==> src/rtl/midi_uart_rx.sv <==
// MIDI serial receiver: 8N1, LSB first, idle-high line, sampled with an
// oversampling clock enable. A received byte is held in rx_data until the
// consumer reads it. Framing errors and overruns are reported as one-clk
// pulses.
module midi_uart_rx #(
    parameter int OS_RATE     = 16,  // enable pulses per bit; power of two, >= 4
    parameter int SYNC_STAGES = 2    // rxd synchronizer depth, >= 2
) (
    input  logic       clk,
    input  logic       rst,
    input  logic       os_en,
    input  logic       rxd,
    input  logic       rx_rd,
    output logic [7:0] rx_data,
    output logic       rx_valid,
    output logic       framing_err,
    output logic       overrun
);

    localparam int TW = $clog2(OS_RATE);
    localparam logic [TW-1:0] HALF_LAST = TW'(OS_RATE / 2 - 1);
    localparam logic [TW-1:0] FULL_LAST = TW'(OS_RATE - 1);

    typedef enum logic [2:0] {
        S_IDLE,
        S_START,
        S_DATA,
        S_STOP,
        S_BREAK
    } state_e;

    logic [SYNC_STAGES-1:0] sync_q;
    logic                   rxs;

    state_e        state_q, state_d;
    logic [TW-1:0] tick_q, tick_d;
    logic [2:0]    bit_q, bit_d;
    logic [7:0]    shift_q, shift_d;
    logic [7:0]    rx_data_q, rx_data_d;
    logic          rx_valid_q, rx_valid_d;
    logic          framing_err_q, framing_err_d;
    logic          overrun_q, overrun_d;

    // Synchronize the asynchronous line; reset to the idle (high) level so a
    // reset never looks like a start bit.
    always_ff @(posedge clk) begin
        // NOTE: sequential state uses non-blocking assignments so every flop
        // samples the pre-edge value of its neighbours, exactly like hardware.
        if (rst) begin
            sync_q <= '1;
        end else begin
            sync_q <= {sync_q[SYNC_STAGES-2:0], rxd};
        end
    end

    assign rxs = sync_q[SYNC_STAGES-1];

    // Next-state logic: frame FSM advances on enables, handshake on every clk.
    always_comb begin
        // NOTE: every variable gets a default first, so no path through the
        // case statement can leave one unassigned and infer a latch.
        state_d       = state_q;
        tick_d        = tick_q;
        bit_d         = bit_q;
        shift_d       = shift_q;
        rx_data_d     = rx_data_q;
        rx_valid_d    = rx_valid_q & ~rx_rd;
        framing_err_d = 1'b0;
        overrun_d     = 1'b0;

        if (os_en) begin
            unique case (state_q)
                S_IDLE: begin
                    if (!rxs) begin
                        state_d = S_START;
                        tick_d  = '0;
                    end
                end

                // Re-check the line half a bit in to reject short glitches.
                S_START: begin
                    if (tick_q == HALF_LAST) begin
                        if (rxs) begin
                            state_d = S_IDLE;
                        end else begin
                            state_d = S_DATA;
                            tick_d  = '0;
                            bit_d   = '0;
                        end
                    end else begin
                        tick_d = tick_q + 1'b1;
                    end
                end

                S_DATA: begin
                    if (tick_q == FULL_LAST) begin
                        shift_d = {rxs, shift_q[7:1]};
                        tick_d  = '0;
                        if (bit_q == 3'd7) begin
                            state_d = S_STOP;
                        end else begin
                            bit_d = bit_q + 1'b1;
                        end
                    end else begin
                        tick_d = tick_q + 1'b1;
                    end
                end

                // A read on the completion edge frees the holding register in
                // time, so the new byte loads instead of being dropped.
                S_STOP: begin
                    if (tick_q == FULL_LAST) begin
                        tick_d = '0;
                        if (rxs) begin
                            state_d = S_IDLE;
                            if (!rx_valid_q || rx_rd) begin
                                rx_data_d  = shift_q;
                                rx_valid_d = 1'b1;
                            end else begin
                                overrun_d = 1'b1;
                            end
                        end else begin
                            framing_err_d = 1'b1;
                            state_d       = S_BREAK;
                        end
                    end else begin
                        tick_d = tick_q + 1'b1;
                    end
                end

                // Held-low line: wait for idle so a break reports only once.
                S_BREAK: begin
                    if (rxs) begin
                        state_d = S_IDLE;
                    end
                end

                default: begin
                    state_d = S_IDLE;
                end
            endcase
        end
    end

    // Control and output registers with synchronous reset.
    always_ff @(posedge clk) begin
        if (rst) begin
            state_q       <= S_IDLE;
            tick_q        <= '0;
            bit_q         <= '0;
            rx_data_q     <= 8'h00;
            rx_valid_q    <= 1'b0;
            framing_err_q <= 1'b0;
            overrun_q     <= 1'b0;
        end else begin
            state_q       <= state_d;
            tick_q        <= tick_d;
            bit_q         <= bit_d;
            rx_data_q     <= rx_data_d;
            rx_valid_q    <= rx_valid_d;
            framing_err_q <= framing_err_d;
            overrun_q     <= overrun_d;
        end
    end

    // Data shift register.
    always_ff @(posedge clk) begin
        // NOTE: no reset here on purpose; all eight bits are rewritten by
        // every frame before the stop sample can copy them out.
        shift_q <= shift_d;
    end

    assign rx_data     = rx_data_q;
    assign rx_valid    = rx_valid_q;
    assign framing_err = framing_err_q;
    assign overrun     = overrun_q;

endmodule
==> config.mk <==
export PLATFORM = sky130hd
export DESIGN_NAME = midi_uart_rx
export DESIGN_NICKNAME = d
export VERILOG_FILES = /design/src/rtl/midi_uart_rx.sv
export SDC_FILE = /design/constraint.sdc
export NUM_CORES = 1
export LEC_CHECK = 0
export CORE_MARGIN = 3
export CORE_UTILIZATION = 35
export DETAILED_ROUTE_END_ITERATION = 12
export SETUP_SLACK_MARGIN = 0.2
export SLEW_MARGIN = 20
export SYNTH_ARGS = -nofsm -noshare
export SYNTH_HDL_FRONTEND = slang
export SYNTH_SLANG_ARGS = --single-unit
export TNS_END_PERCENT = 20
==> constraint.sdc <==
create_clock -name clk -period 1.79 [get_ports clk]
set_input_delay 0.358 -clock clk [delete_from_list [all_inputs] [get_ports clk]]
set_output_delay 0.358 -clock clk [all_outputs]
set_load 0.01 [all_outputs]
; Yosys cells after proc, flatten, opt, wreduce, memory -nomap -nowiden
; Index checks and enable logic that the tools add are counted.
[word_totals]
ff_bits = 31
word_cells = 70
[op_classes]
n_addsub = 2
n_eq_ne = 15
mux = 25
bitwise = 6
reduce_logical = 13
[op_table]
columns = operator, count
row1 = $mux W3, 11
row2 = $ne A2 B2 Y1 const B, 8
row3 = $pmux W3 S5, 1
row4 = $mux W4, 3
row5 = $pmux W4 S3, 1
row6 = $mux W1, 7
row7 = $reduce_and A7 Y1, 1
row8 = $eq A3 B2 Y1 const B, 2
row9 = $eq A3 B3 Y1 const B, 2
row10 = $pmux W3 S2, 1
row11 = $reduce_and A6 Y1, 1
row12 = $not A1 Y1, 5
row13 = $reduce_and A5 Y1, 1
row14 = $reduce_or A5 Y1, 1
row15 = $add A4 B1 Y4 const B, 1
row16 = $eq A4 B3 Y1 const B, 1
row17 = $eq A4 B4 Y1 const B, 1
row18 = $reduce_or A4 Y1, 1
row19 = $add A3 B1 Y3 const B, 1
row20 = $eq A3 B1 Y1 const B, 1
row21 = $logic_not A3 Y1, 1
row22 = $reduce_and A3 Y1, 1
row23 = $reduce_bool A3 Y1, 1
row24 = $mux W2, 1
row25 = other kinds (6), 6

; Logic depth before layout (Yosys ltp)
; Gate-level depths: netlist of run 1.
[depth]
word_depth = 7
depth_mapped = 6
depth_no_buf = 6

; Worst setup path after synthesis of run 1
; No wires, ideal clock.
[synth_path]
path_type = reg-to-reg
start = register tick_q[0]
end = register shift_q[0], enable pin
setup_time_ps = 370
t_arrival_ps = 1309
required_ps = 1420
setup_slack_ps = 111
stages_incl_launch_ff = 6
path_buffers = 1
synth_period_minus_slack_ps = 1679
cell_sequence = dfxtp_1 ha_1 and3_1 buf_6 nand2_1 nor2_1
[synth_between]
elab_chain_cells = 2
[synth_lines]
columns = item, line_no
row1 = from (decl), 36  ; logic [TW-1:0] tick_q, tick_d;
row2 = from (signal assigned), 157  ; tick_q <= tick_d;
row3 = $eq A4 B4 Y1, 96  ; if (tick_q == FULL_LAST) begin
row4 = $reduce_and A3 Y1 (no source line), -
row5 = to (signal assigned), 170  ; shift_q <= shift_d;
row6 = to (decl), 38  ; logic [7:0] shift_q, shift_d;
; Every way passes these cells.
; A chain may end at the register's enable or synchronous reset.

; Worst setup path after layout of run 1
[layout_path]
start = register tick_q[0]
end = register state_q[2]
[layout_between]
elab_chain_cells = 3
word_cells_on_any_way = 6
cone_classes = eq/ne (5) / reduce/logical (1)
[layout_lines]
columns = item, line_no
row1 = $eq A4 B4 Y1 / $eq A4 B3 Y1 (equally long branches), "96, 112, 82"
row2 = $ne A2 B2 Y1 (no source line), -
row3 = $reduce_and A7 Y1 (no source line) (*), -
row4 = to (signal assigned), 156  ; state_q <= state_d;
row5 = to (decl), 35  ; state_e state_q, state_d;
; Mark *: on every way between the ends. The rest lies on a longest branch, timed or not.

==> metrics.yaml, run 1 <==
floorplan:
  die_w_um: 68.65
  die_height_um: 68.65
  ioPinCount: 16
  core_region_area_um2: 3716
  die-area_um2: 4713
  rows: 22
  start_util: 0.3697
worst_hold_path:
  holdCritPathClass: "reg2reg"
  destination_of_the_worst_hold_path: "sync_q[1]"
  hold_path_startpoint: "sync_q[0]"
  hold_path_depth: 1
setup_path:
  worst_endpoint_data_arrival_time_ns: 1.79
  critPathMaxFanout: 6
  path_class: "reg2reg"
  worst_r2r_startpoint: "tick_q[0]"
  worst_ep_required_time_ns: 1.99
  worst_setup_path_end_kind: "flop"
  critical_path.startpoint_type: "flop"
  worst_path_largest_cell_delay_ns: 0.52
  number_of_cells_on_the_worst_reg_to_reg_path: 6
  regToRegEndpoint: "state_q[2]"
  path_cells: "ha_4 -> and3_4 -> buf_12 -> o21ai_4 -> or4b_1 -> a21oi_1"
  cp_slowest_cell: "or4b_1"
  reg2reg_slack_ns: 0.20
  critical_path.startpoint: "tick_q[0]"
routing:
  drc: 0
  avgViaCountPerCell: 5.073
  route.vias.total: 1106
  drt-pass1-iter-count: 4
  route.antenna.remaining_nets: 0
  drt-initial-drc-count: 58
  wl_um: 2814
  wl_per_cell_um: 12.91
global_route:
  use_met3: 0.05511
  vias_in_the_first_global_route: 994
  grt_max_degree: 17
  globalRoute.totalOverflow: 0
  grt_pass1_wl_um: 4471
  top_usage_layer: "met2"
  globalRouteMet2Util: 0.2133
  antenna_found_initial: 0
  met1_track_utilization_from_global_routing: 0.1533
  grt_use_total: 0.1331
layout:
  post_layout_nonfiller_instances: 218
  nNetsFinal: 177
  diodes: 0
  finish.utilization: 0.5141
  commonest_non_fill_non_tap_cells_in_the_layout: "dfxtp_1, clkdlybuf4s50_1, buf_4"
  layout-area-overhead-vs-synth_pct: 39.07
  most_common_cell_after_layout_fill_and_taps_aside: "dfxtp_1"
  layout-drive-gt1-share: 0.2765
  final_cell_area_um2: 1911
sta:
  tightest_slew_ns: 0.2284
  timing.final.max_slew_violations: 0
  timing.final.crit_share: 0.8869
  final.setup.worst_slack_ns: 0.2025
  worst_slew_margin_relative_to_its_limit: 0.8467
  finalHoldViolations: 0
  final.hold.worst_slack_ns: 0.4360
  min_period_ns: 1.588
  finalSetupViolations: 0
  timing.clock.skew_ns: 0.005037
  grt_setup_unrepaired: "true"
  max_freq_ghz: 0.6299
cts:
  worst_setup_hold_path_clk_slew_ns: 0.06
  cts_max_path_buffers: 2
  tritoncts: "yes"
  tritoncts.num_buffers: 5
  clkSinkCount: 31
  clock_latency_of_the_later_clocked_register_in_the_worst_skew_pair_ns: 0.27
  htree_levels: 2
  cts.root.buffer_cell: "clkbuf_8"
yosys:
  yosys_warnings: 0
  mean_area_per_synthesized_cell_um2: 10.03
  syn-instance-count: 137
  post_synth_num_cell_types: 37
  flip_flop_and_latch_count_after_synthesis: 31
  postSynthNetCount: 145
  synth_sequential_area_ratio: 0.5100
  mappedNetlistArea_um2: 1374
place:
  dp_worst_slack_ns: -0.09361
  gp_congestion: 0.8223
  placement.cell_area_um2: 1659
  dpl.hpwl_um: 1931
  total_instance_count_after_detailed_placement: 204
  place.port_buffers: 15
pwr:
  power_per_cell_area_nw_per_um2: 761.3
  p_leak_nw: 0.7117
  ir_drop_v: 0.0003205
run:
  max_cap_viol_count: 0
status:
  run_status: "completed"
==> cells by family (layout without fill, tap and decap cells) <==
group,Yosys count,after routing,synth area share
muxes,9,9,0.06558
adders and majority gates,3,3,0.02733
and+or+nand+nor,55,55,0.2268
DFF,31,31,0.5100
AOI/OAI and AO/OA,27,27,0.1275
buffers and inverters,11,44,0.03642
xor gates and xnor gates,1,1,0.006376
==> synthesized netlist by cell type (all sizes together) <==
cell type	number	area share
a211oi	1	0.0055
or2	2	0.0091
nand2	8	0.022
mux2i	9	0.066
nor3	4	0.015
a21o	1	0.0055
nand2b	4	0.018
nor2	13	0.036
or3b	1	0.0064
and2	3	0.014
buf	2	0.012
or4	5	0.027
nand3	2	0.0073
a31oi	4	0.018
clkbuf	5	0.014
dfxtp	23	0.34
o22ai	1	0.0046
edfxtp	8	0.17
nand4	2	0.014
nand3b	2	0.011
and3	2	0.0091
and2b	2	0.011
a311oi	1	0.0064
a21oi	7	0.025
xnor2	1	0.0064
and3b	1	0.0064
inv	4	0.011
o31a	1	0.0064
ha	3	0.027
or2b	1	0.0055
o21ai	10	0.045
o221ai	1	0.011
nor2b	2	0.0091
or4b	1	0.0073
==> timing repair <==
action,CTS,global route
setup buffers,2,4
pin swaps,5,6
gates resized for setup,16,9
hold buffers,0,0
endpoints found under the setup margin,14,7
==> area by class of cell <==
type                    instances  area [µm²]
fillers                       339        1805
flip-flops and latches         31       710.7
multi-input cells              95       703.2
repair buffers                 32       314.1
clock buffers                   5       68.82
well taps                      48       60.06
clock inverters                 3       38.79
inverters                       4       15.01
==> report_power, final <==
part | internal (mW) | switching (mW)
Sequential | 0.722 | 0.00549
Combinational | 0.0391 | 0.0431
Clock | 0.407 | 0.239
==> critical path, delay by kind of cell (launching register included) <==
family | cells | cell delay (ns)
AO/OA/AOI/OAI | 2 | 0.19
adder cells (fa/ha/maj) | 1 | 0.14
AND/OR/NAND/NOR | 2 | 0.72
flip-flops | 1 | 0.36
buffers and inverters | 1 | 0.11
==> worst max-delay path by stage <==
stage                            end  slack, ns  depth (start not counted)
after floorplan           state_q[2]       0.21                          6
after global placement      bit_q[1]      -0.02                          5
after detailed placement    bit_q[2]      -0.09                          5
after CTS                   bit_q[2]       0.16                          6
after global routing      state_q[2]       0.14                          6
final                     state_q[2]       0.20                          6
==> metal layers <==
layer	part of all wire	up-vias	wire length, µm
met3	0.041	0	116
li1	-	556	-
met4	0	0	0
met1	0.45	533	1268
met2	0.51	17	1428
met5	0	-	0
==> stage by stage <==
stage | power [mW] | setup TNS (ns)
5_1_grt | 1.516 | 0
3_3_place_gp | 0.8144 | -0.03027
2_1_floorplan | 0.7846 | 0
6_report | 1.455 | 0
3_5_place_dp | 0.8153 | -0.2049
4_1_cts | 1.468 | 0
==> sequential cells by signal (all words and copies together) (netlist names) <==
register / cells
rx_valid: 1
sync_q: 2
bit_q: 3
shift_q: 8
rx_data: 8
state_q: 3
framing_err: 1
overrun: 1
tick_q: 4
No activity file was read; power rests on OpenSTA's default activity.
==> inputs of run 2 (changes only) <==
--- a/config.mk
+++ b/config.mk
@@ -6,8 +6,10 @@
 export NUM_CORES = 1
 export LEC_CHECK = 0
 export CORE_MARGIN = 3
-export CORE_UTILIZATION = 35
+export CORE_UTILIZATION = 49
+export CTS_CLUSTER_SIZE = 16
 export DETAILED_ROUTE_END_ITERATION = 12
+export PLACE_DENSITY = 0.74
 export SETUP_SLACK_MARGIN = 0.2
 export SLEW_MARGIN = 20
 export SYNTH_ARGS = -nofsm -noshare
==> run 2 against run 1 <==
Largest cell class unchanged; power down 15%; clock-buffer cell count increased by 2; utilization increased by 20 points; die area shrank 26%; non-clock buffer count grew 4; clock skew down 0.0016 ns; register-to-register slack better by 0.03 ns; wire length grew 4.8%; first-iteration DRC count is 10% lower.
==> metrics.yaml, run 2 (synthesis results as in run 1) <==
status:
  run_status: "completed"
floorplan:
  rows: 18  # -18%
  start_util: 0.5351  # +0.1654
  core_region_area_um2: 2567  # -31%
  ioPinCount: 16  # unchanged
  die_w_um: 58.95  # -14%
  die_height_um: 58.95  # -14%
  die-area_um2: 3475  # -26%
routing:
  avgViaCountPerCell: 5.578  # +10%
  drt-initial-drc-count: 52  # -10%
  route.vias.total: 1138  # +2.9%
  route.antenna.remaining_nets: 0  # unchanged
  drc: 0  # unchanged
  wl_um: 2950  # +4.8%
  wl_per_cell_um: 14.46  # +12%
  drt-pass1-iter-count: 4  # unchanged
pwr:
  p_sw_frac: 0.2279  # +0.03049
  power.total_mw: 1.231  # -15%
  p_leak_nw: 0.7071  # -0.65%
  pwr-share-clk: 0.343  # -0.101
  ir_drop_v: 0.0007260  # +130%
  combPwrFrac: 0.069  # +0.013
  sequentialPowerShare: 0.588  # +0.088
  internal-power_uw: 950.2  # -19%
  power_per_cell_area_nw_per_um2: 670.0  # -12%
  p_switching_uw: 280.5  # -2.3%
global_route:
  globalRoute.totalOverflow: 0  # unchanged
  antenna_found_initial: 0  # unchanged
  grt_max_degree: 17  # unchanged
  vias_in_the_first_global_route: 1070  # +7.6%
  grt_pass1_wl_um: 4685  # +4.8%
  grt_use_total: 0.1817  # +0.04861
cts:
  cts_max_path_buffers: 2  # unchanged
  clkSinkCount: 31  # unchanged
  cts_hold_buffers: 0  # unchanged
  tritoncts.num_buffers: 5  # unchanged
  htree_levels: 2  # unchanged
  worst_setup_hold_path_clk_slew_ns: 0.09  # +0.03 ns
  tritoncts: "yes"
  cts.root.buffer_cell: "clkbuf_4"
  clock_latency_of_the_later_clocked_register_in_the_worst_skew_pair_ns: 0.33  # +0.06 ns
setup_path:
  worst_ep_required_time_ns: 1.43  # -0.56 ns
  cp_slowest_cell: "clkdlybuf4s50_1"
  worst_path_largest_cell_delay_ns: 0.54  # +0.02 ns
  worst_setup_path_end_kind: "output port"
  critical_path.startpoint: "rx_data[5]"
  worst_endpoint_data_arrival_time_ns: 1.21  # -0.58 ns
  worstPathBufferInverterCount: 1  # unchanged
  worst_r2r_startpoint: "state_q[1]"
  cp_top_family: "buffers and inverters"
  path_cells: "clkdlybuf4s50_1"
  path_class: "reg2out"
  critical_path.startpoint_type: "flop"
  critPathMaxFanout: 2  # -4
sta:
  finalHoldViolations: 0  # unchanged
  final.setup.worst_slack_ns: 0.2196  # +0.01710 ns
  timing.final.max_slew_violations: 0  # unchanged
  timing.final.crit_share: 0.8773  # -0.009551
  min_period_ns: 1.570  # -0.01710 ns
  finalSetupViolations: 0  # unchanged
  setup-tns-final_ns: 0  # unchanged
  final.hold.worst_slack_ns: 0.4402  # +0.004230 ns
  max_freq_ghz: 0.6368  # +1.1%
  tightest_slew_ns: 0.2730  # +0.04464 ns
  grt_setup_unrepaired: "true"
  timing.clock.skew_ns: 0.003419  # -0.001617 ns
  worst_slew_margin_relative_to_its_limit: 0.8180  # -0.02873
worst_hold_path:
  hold_path_startpoint: "sync_q[0]"
  holdCritPathClass: "reg2reg"
place:
  gp_congestion: 0.9170  # +12%
  dp_worst_slack_ns: -0.004564  # +0.08905 ns
  place.port_buffers: 15  # unchanged
  dpl.hpwl_um: 1905  # -1.3%
layout:
  finish.utilization: 0.7154  # +0.2013
  diodes: 0  # unchanged
  layout-area-overhead-vs-synth_pct: 33.70
  nNetsFinal: 181  # +2.3%
  most_common_cell_after_layout_fill_and_taps_aside: "buf_4"
  fillers: 205  # -40%
  commonest_non_fill_non_tap_cells_in_the_layout: "buf_4, dfxtp_1, clkdlybuf4s50_1"
  layout-drive-gt1-share: 0.2644  # -0.01210
run:
  max_cap_viol_count: 0  # unchanged
run 2: what timing repair did:
action	CTS	global route
endpoints found under the hold margin	0	0
buffers inserted	6	2
endpoints found under the setup margin	13	16
pin swaps	5	2
resized for setup	13	5
run 2: power groups by stage:
stage | sequential [mW] | combinational (mW) | clock (mW)
final | 0.723 | 0.0850 | 0.423
after global routing | 0.724 | 0.0944 | 0.463
after CTS | 0.723 | 0.0812 | 0.426
after detailed placement | 0.741 | 0.0770 | 0
after global placement | 0.740 | 0.0753 | 0
after floorplan | 0.742 | 0.0429 | 0
run 2: path summary, 6_finish.rpt:
| kind | slack, ns | end | cells after the start |
|---|---|---|---|
| hold reg to reg | 0.44 | sync_q[1] | 1 |
| setup / recovery | 0.22 | rx_data[5] | 1 |
| hold / removal | 0.44 | sync_q[1] | 1 |
| setup reg to reg | 0.23 | bit_q[0] | 5 |
run 2: routing by layer:
| metal | GRT usage | part of all wire | up-vias |
|---|---|---|---|
| met5 | 0 | 0 | - |
| met4 | 0.08091 | 0.018 | 0 |
| met3 | 0.07675 | 0.061 | 7 |
| met2 | 0.2744 | 0.48 | 32 |
| met1 | 0.2253 | 0.44 | 534 |
| li1 | - | - | 565 |
run 2: layout make-up:
| cell class | instances | area, µm² | share of cell area |
|---|---|---|---|
| timing repair buffer | 36 | 332.8 | 0.1812 |
| sequential | 31 | 709.4 | 0.3862 |
| clock inverter | 1 | 5.005 | 0.002725 |
| clock buffer | 7 | 55.05 | 0.02997 |
| inverter | 4 | 15.01 | 0.008174 |
| tap | 30 | 37.54 | 0.02044 |
| multi-input combinational | 95 | 681.9 | 0.3713 |
run 2: per-stage QoR:
step,instance area [µm²],instances
6_report,1837,204
5_1_grt,1837,204
4_1_cts,1802,202
3_5_place_dp,1652,188
3_3_place_gp,1652,188
2_1_floorplan,1376,137
